File: src/rtl/serial_addsub.sv
// Bit-serial adder/subtractor: processes WIDTH-bit operands LSB-first, one bit per clock.
// Optional build macro SERIAL_ADDSUB_SAT_EN: saturate sum to the signed limit on overflow.
module serial_addsub #(
  parameter int WIDTH = 8
) (
  input  logic             clk,
  input  logic             rst_n,
  input  logic             start,
  input  logic             sub,
  input  logic [WIDTH-1:0] a_in,
  input  logic [WIDTH-1:0] b_in,
  output logic             busy,
  output logic             done,
  output logic [WIDTH-1:0] sum,
  output logic             cout,
  output logic             ovf,
  output logic             q,
  output logic             state
);

  localparam int CW = (WIDTH > 1) ? $clog2(WIDTH) : 1;

  typedef enum logic {IDLE, RUN} fsm_t;

  fsm_t             fsm;
  logic [WIDTH-1:0] a_sh;
  logic [WIDTH-1:0] b_sh;
  logic [WIDTH-1:0] res_sh;
  logic             carry;
  logic [CW-1:0]    cnt;

  logic             bit_sum;
  logic             carry_next;
  logic             ovf_next;
  logic             last_bit;
  logic [WIDTH-1:0] res_next;
  logic [WIDTH-1:0] sum_next;

  // Shift-based result assembly avoids a zero-width slice when WIDTH is 1.
  always_comb begin
    bit_sum    = a_sh[0] ^ b_sh[0] ^ carry;
    carry_next = (a_sh[0] & b_sh[0]) | (a_sh[0] & carry) | (b_sh[0] & carry);
    ovf_next   = carry ^ carry_next;
    last_bit   = (cnt == CW'(WIDTH - 1));
    res_next   = (res_sh >> 1) | (WIDTH'(bit_sum) << (WIDTH - 1));
`ifdef SERIAL_ADDSUB_SAT_EN
    if (ovf_next)
      sum_next = carry_next ? (WIDTH'(1) << (WIDTH - 1)) : ~(WIDTH'(1) << (WIDTH - 1));
    else
      sum_next = res_next;
`else
    sum_next   = res_next;
`endif
  end

  assign busy  = (fsm == RUN);
  assign q     = busy & bit_sum;
  assign state = carry;

  always_ff @(posedge clk or negedge rst_n) begin
    if (!rst_n) begin
      fsm    <= IDLE;
      a_sh   <= '0;
      b_sh   <= '0;
      res_sh <= '0;
      carry  <= 1'b0;
      cnt    <= '0;
      done   <= 1'b0;
      sum    <= '0;
      cout   <= 1'b0;
      ovf    <= 1'b0;
    end else begin
      done <= 1'b0;
      case (fsm)
        IDLE: begin
          if (start) begin
            a_sh  <= a_in;
            b_sh  <= sub ? ~b_in : b_in;
            carry <= sub;
            cnt   <= '0;
            fsm   <= RUN;
          end
        end
        RUN: begin
          a_sh   <= a_sh >> 1;
          b_sh   <= b_sh >> 1;
          res_sh <= res_next;
          carry  <= carry_next;
          if (last_bit) begin
            sum  <= sum_next;
            cout <= carry_next;
            ovf  <= ovf_next;
            done <= 1'b1;
            fsm  <= IDLE;
          end else begin
            cnt <= cnt + CW'(1);
          end
        end
        default: fsm <= IDLE;
      endcase
    end
  end

endmodule

File: config.mk
export PLATFORM = sky130hd
export DESIGN_NAME = serial_addsub
export DESIGN_NICKNAME = d
export VERILOG_FILES = /design/src/rtl/serial_addsub.sv
export SDC_FILE = /design/constraint.sdc
export NUM_CORES = 1
export LEC_CHECK = 0
export CAP_MARGIN = 20
export CORE_UTILIZATION = 35
export DETAILED_ROUTE_END_ITERATION = 6
export PLACE_DENSITY = 0.69
export SLEW_MARGIN = 20
export SYNTH_ARGS = -nofsm -noshare
export SYNTH_HDL_FRONTEND = slang
export SYNTH_SLANG_ARGS = --single-unit
File: constraint.sdc
create_clock -name clk -period 3.7 [get_ports clk]
set_input_delay 0.555 -clock clk [delete_from_list [all_inputs] [get_ports clk]]
set_output_delay 0.555 -clock clk [all_outputs]
set_load 0.02 [all_outputs]
* After elaboration in Yosys (flattened, before gate mapping) *
Cells that the tools add are included.

cells by class
  add/subtract/negate cells = 1
  equal/unequal tests = 3
  muxes and demuxes = 15
  bitwise gates (word level) = 12
  reductions and logical operators = 2

operators by type and width
  kind                                                           number
  8-bit one-hot mux with 2 select lines                          2
  8-bit 2-to-1 mux                                               3
  8-bit inverter                                                 1
  7-bit by 8-bit OR with 8-bit output                            1
  3-bit 2-to-1 mux                                               2
  3-bit one-hot mux with 2 select lines                          1
  1-bit 2-to-1 mux                                               5
  1-bit bitwise AND                                              4
  2-bit != test, second input constant                           2
  1-bit one-hot mux with 2 select lines                          2
  2-bit AND reduction                                            2
  3-bit by 1-bit adder with 3-bit output, second input constant  1
  3-bit == test, second input constant                           1
  1-bit XOR                                                      3
  1-bit OR                                                       2
  1-bit inverter                                                 1

storage, ports and cells
  flip-flop bits (word level) = 40
  input bits = 20

* Depth between registers and ports, before layout *
  depth after elaboration = 4
  depth in mapped cells = 6

* Worst setup path after synthesis *
Ideal clock, no wire load.

  path type = reg-to-output
  start = register carry (netlist: state)
  end = output q
  data arrival time = 1.288 ns
  required time = 3.145 ns
  setup slack = 1.857 ns
  cell stages (with the launch flop) = 3
  buffers on the path = 0
  cell sequence = dfrtp_1 -> fa_1 -> and2_1

on the way
  word-level cells in the longest chain between the ends = 2

ends and longest elaborated chain
  element                 line  text
  from (decl)             29    logic carry;
  from (signal assigned)  79    carry <= sub;
  from (signal assigned)  88    carry <= carry_next;
  1-bit XOR               41    bit_sum = a_sh[0] ^ b_sh[0] ^ carry;
  net bit_sum             32    logic bit_sum;
  1-bit bitwise AND       57    assign q = busy & bit_sum;
  to (decl)               17    output logic q,

The timed path passes the listed nets, and every way through them passes these cells.

* Final worst setup path *
Same ends and word-level chain as after synthesis.

==> key figures <==
Status
  – Outcome: complete, no violations

Clock network
  – Worst-case clock buffer depth: 2
  – Clk sink count: 39
  – # hold bufs at CTS: 0
  – Skew-Pair Late Insertion Delay: 0.29 ns
  – Root Driver: clkbuf_8
  – Reg clk slew, reported paths: 0.08 ns
  – CTS HTree Levels: 2
  – CTS buffer count: 5
  – Buffer count from post-CTS setup fixing: 0
  – PostCTS Resize Cnt: 0
  – CTS tree: yes

Setup path
  – CP startpoint kind: flip-flop
  – Worst R2R End: sum[6]$_DFFE_PN0P_
  – CP Launch Point: state$_DFFE_PN0P_
  – Critical Path AT: 2.07 ns
  – Setup slack on the worst flop-to-flop path: 1.87 ns
  – Crit end category: primary output
  – R2R Path Start: cnt[0]$_DFFE_PN0P_
  – WP data required: 3.14 ns
  – CP Max Fanout: 4
  – CP Capture Point: q
  – R2R depth: 4
  – WS Path Type: flip-flop to primary output

Synth
  – Post-synth EDFFs: 0
  – Share of the synthesized area in the top cell type: 55.2%
  – Yosys top cell by area: dfrtp_1
  – Most common cell in the netlist: dfrtp_1
  – Synth Flop Type: dfrtp_1
  – #FFs+latches synth: 39
  – Sequential-to-total area share from yosys stat: 55.2%
  – Count of cell types in the netlist: 24
  – Syn. warnings: 0
  – Syn nets: 164
  – Synth cell count leaders: dfrtp_1 (39), mux2_2 (16), nand2_1 (16), mux2i_1 (11)
  – Post-synthesis cell count: 141
  – Leading post-synthesis cells by cell area: dfrtp_1 (55%), mux2_2 (10%), mux2i_1 (6.2%)
  – Syn avg cell area: 12.5 um^2
  – Syn Std Cell Area: 1770 um^2
  – Asr flop ratio synth: 100%

Placement
  – HPWL Detailed: 2280 um
  – GPL Wtd Cong: 0.706
  – # port buffers: 33

Die
  – Die extent in y: 73.1 um
  – Core Area: 4790 um^2
  – Site Rows: 25
  – Ports: 34
  – Chip width: 73.1 um
  – Die area: 5340 um^2
  – Initial Util: 36.9%

Global route
  – Largest net degree at the start of global routing: 45
  – Global router's overall resource usage: 13.8%
  – Vias in the first global route: 1,197
  – Total congestion overflow: 0
  – Global-route wire length before repair: 5610 um
  – Initial antenna violation count: 0

Run
  – Max Cap Violations: 0

Timing
  – Post-route minimum period: 2.62 ns
  – Slew HR: 42.2%
  – RSZ-0062 raised after global routing: false
  – Worst Hold Slack: 0.371 ns
  – TNS Setup: 0 ns
  – Final Cycle Share: 70.9%
  – Final setup violation count: 0
  – Final Slew Violations: 0
  – Clock Skew: 0.00957 ns
  – Worst slew pin tran: 0.865 ns
  – Final Hold Viols: 0
  – Max Freq: 0.381 GHz

Power and ir drop
  – Register share of total power: 41.1%
  – Maximum vdd drop: 0.000490 V
  – PnR Total Power: 1.76 mW
  – Clock network fraction of design power: 20.1%
  – Logic gate share of total power: 38.8%
  – Static leakage: 0.962 nW
  – Pwr/cell area: 792 nW/um^2
  – Int Pwr: 1.17 mW
  – Sw Share: 33.6%
  – Sw power: 0.591 mW

Route
  – Antenna-violating nets left: 0
  – Drt first pass iters: 3
  – WL per Instance: 14.0 um
  – Total Wirelength: 3350 um
  – Vias post-DR: 1,124
  – Vias per inst: 4.70
  – Initial DRC count: 83
  – DRC: 0

Cells and area
  – Fin util: 46.4%
  – Share of cells above drive strength 1: 17.4%
  – Ant. Diodes: 0
  – Area grow syn2layout: 25.7%
  – Layout net count: 194

Min path
  – Hold/Removal Path Class: input port to async pin
==> power groups by stage <==
stage / registers, mW / clock network, mW / logic (mW)
after floorplan: 0.777 / 0 / 0.390
after global placement: 0.718 / 0 / 0.665
after detailed placement: 0.730 / 0 / 0.687
after CTS: 0.726 / 0.365 / 0.692
after global routing: 0.752 / 0.381 / 0.745
final: 0.724 / 0.353 / 0.682
==> registers in the layout, indices dropped and copies added (netlist names) <==
signal  flops
a_sh        8
cnt         3
state       1
sum         8
cout        1
res_sh      7
done        1
ovf         1
b_sh        8
busy        1
==> metrics by stage <==
stage                     instance area (um^2)  instances  setup WS, ns
after floorplan                           1770        141          1.86
after global placement                    2110        231          1.40
after detailed placement                  2110        231          1.35
after CTS                                 2220        239          1.06
after global routing                      2220        239          1.00
final                                     2220        239          1.08
==> placed cells by master, fill, tap and decap left out, types with 2 or more instances in the layout <==
cell	instances
nor2_1	3
o2bb2ai_1	2
dfrtp_1	39
inv_1	2
xnor2_1	9
o211ai_1	7
o21ai_0	9
clkbuf_8	5
mux2i_1	11
or3b_2	4
clkdlybuf4s50_1	32
or3b_1	3
mux2_2	16
ha_1	2
nand2_1	16
==> per-layer routing <==
metal | GRT usage (%) | share of wire (%) | vias up
met5 | 0 | 0 | -
met2 | 21.8 | 48 | 23
met3 | 4.42 | 4.9 | 2
met1 | 18.0 | 46 | 557
met4 | 3.92 | 0.45 | 0
li1 | - | - | 542
==> kinds of logic (layout without fill, tap and decap cells) <==
logic type / after synthesis / count (layout) / synth area share (%)
AOI/OAI and AO/OA: 21 / 21 / 7.86
adders and majority gates: 3 / 3 / 2.55
muxes: 27 / 27 / 16.4
xor gates and xnor gates: 10 / 10 / 4.95
and+or+nand+nor: 28 / 28 / 8.21
DFF: 39 / 39 / 55.2
buffers and inverters: 13 / 44 / 4.81
==> how the worst min path moves through the flow <==
| stage | start | to | depth (start not counted) |
|---|---|---|---|
| floorplan | rst_n | a_sh[0]$_DFFE_PN0P_ | 0 |
| global placement | a_sh[5]$_DFFE_PN0P_ | a_sh[4]$_DFFE_PN0P_ | 2 |
| detailed placement | a_sh[7]$_DFFE_PN0P_ | a_sh[6]$_DFFE_PN0P_ | 2 |
| CTS | rst_n | res_sh[4]$_DFFE_PN0P_ | 1 |
| global route | rst_n | res_sh[4]$_DFFE_PN0P_ | 1 |
| finish | rst_n | sum[5]$_DFFE_PN0P_ | 1 |
==> worst max-delay path: stages, from the launching register on <==
cell	delay [ns]
dfrtp_1	0.44
fa_1	0.58
and2_1	0.16
clkdlybuf4s50_1	0.62
==> layout make-up <==
class                   instances  area [um^2]
clock buffers                   5         68.8
well taps                      67         83.8
flip-flops and latches         39          976
multi-input cells              89          707
inverters                       2         7.51
fillers                       451         2560
clock inverters                 3         46.3
repair buffers                 34          333
Power figures use the tool's default switching activity.
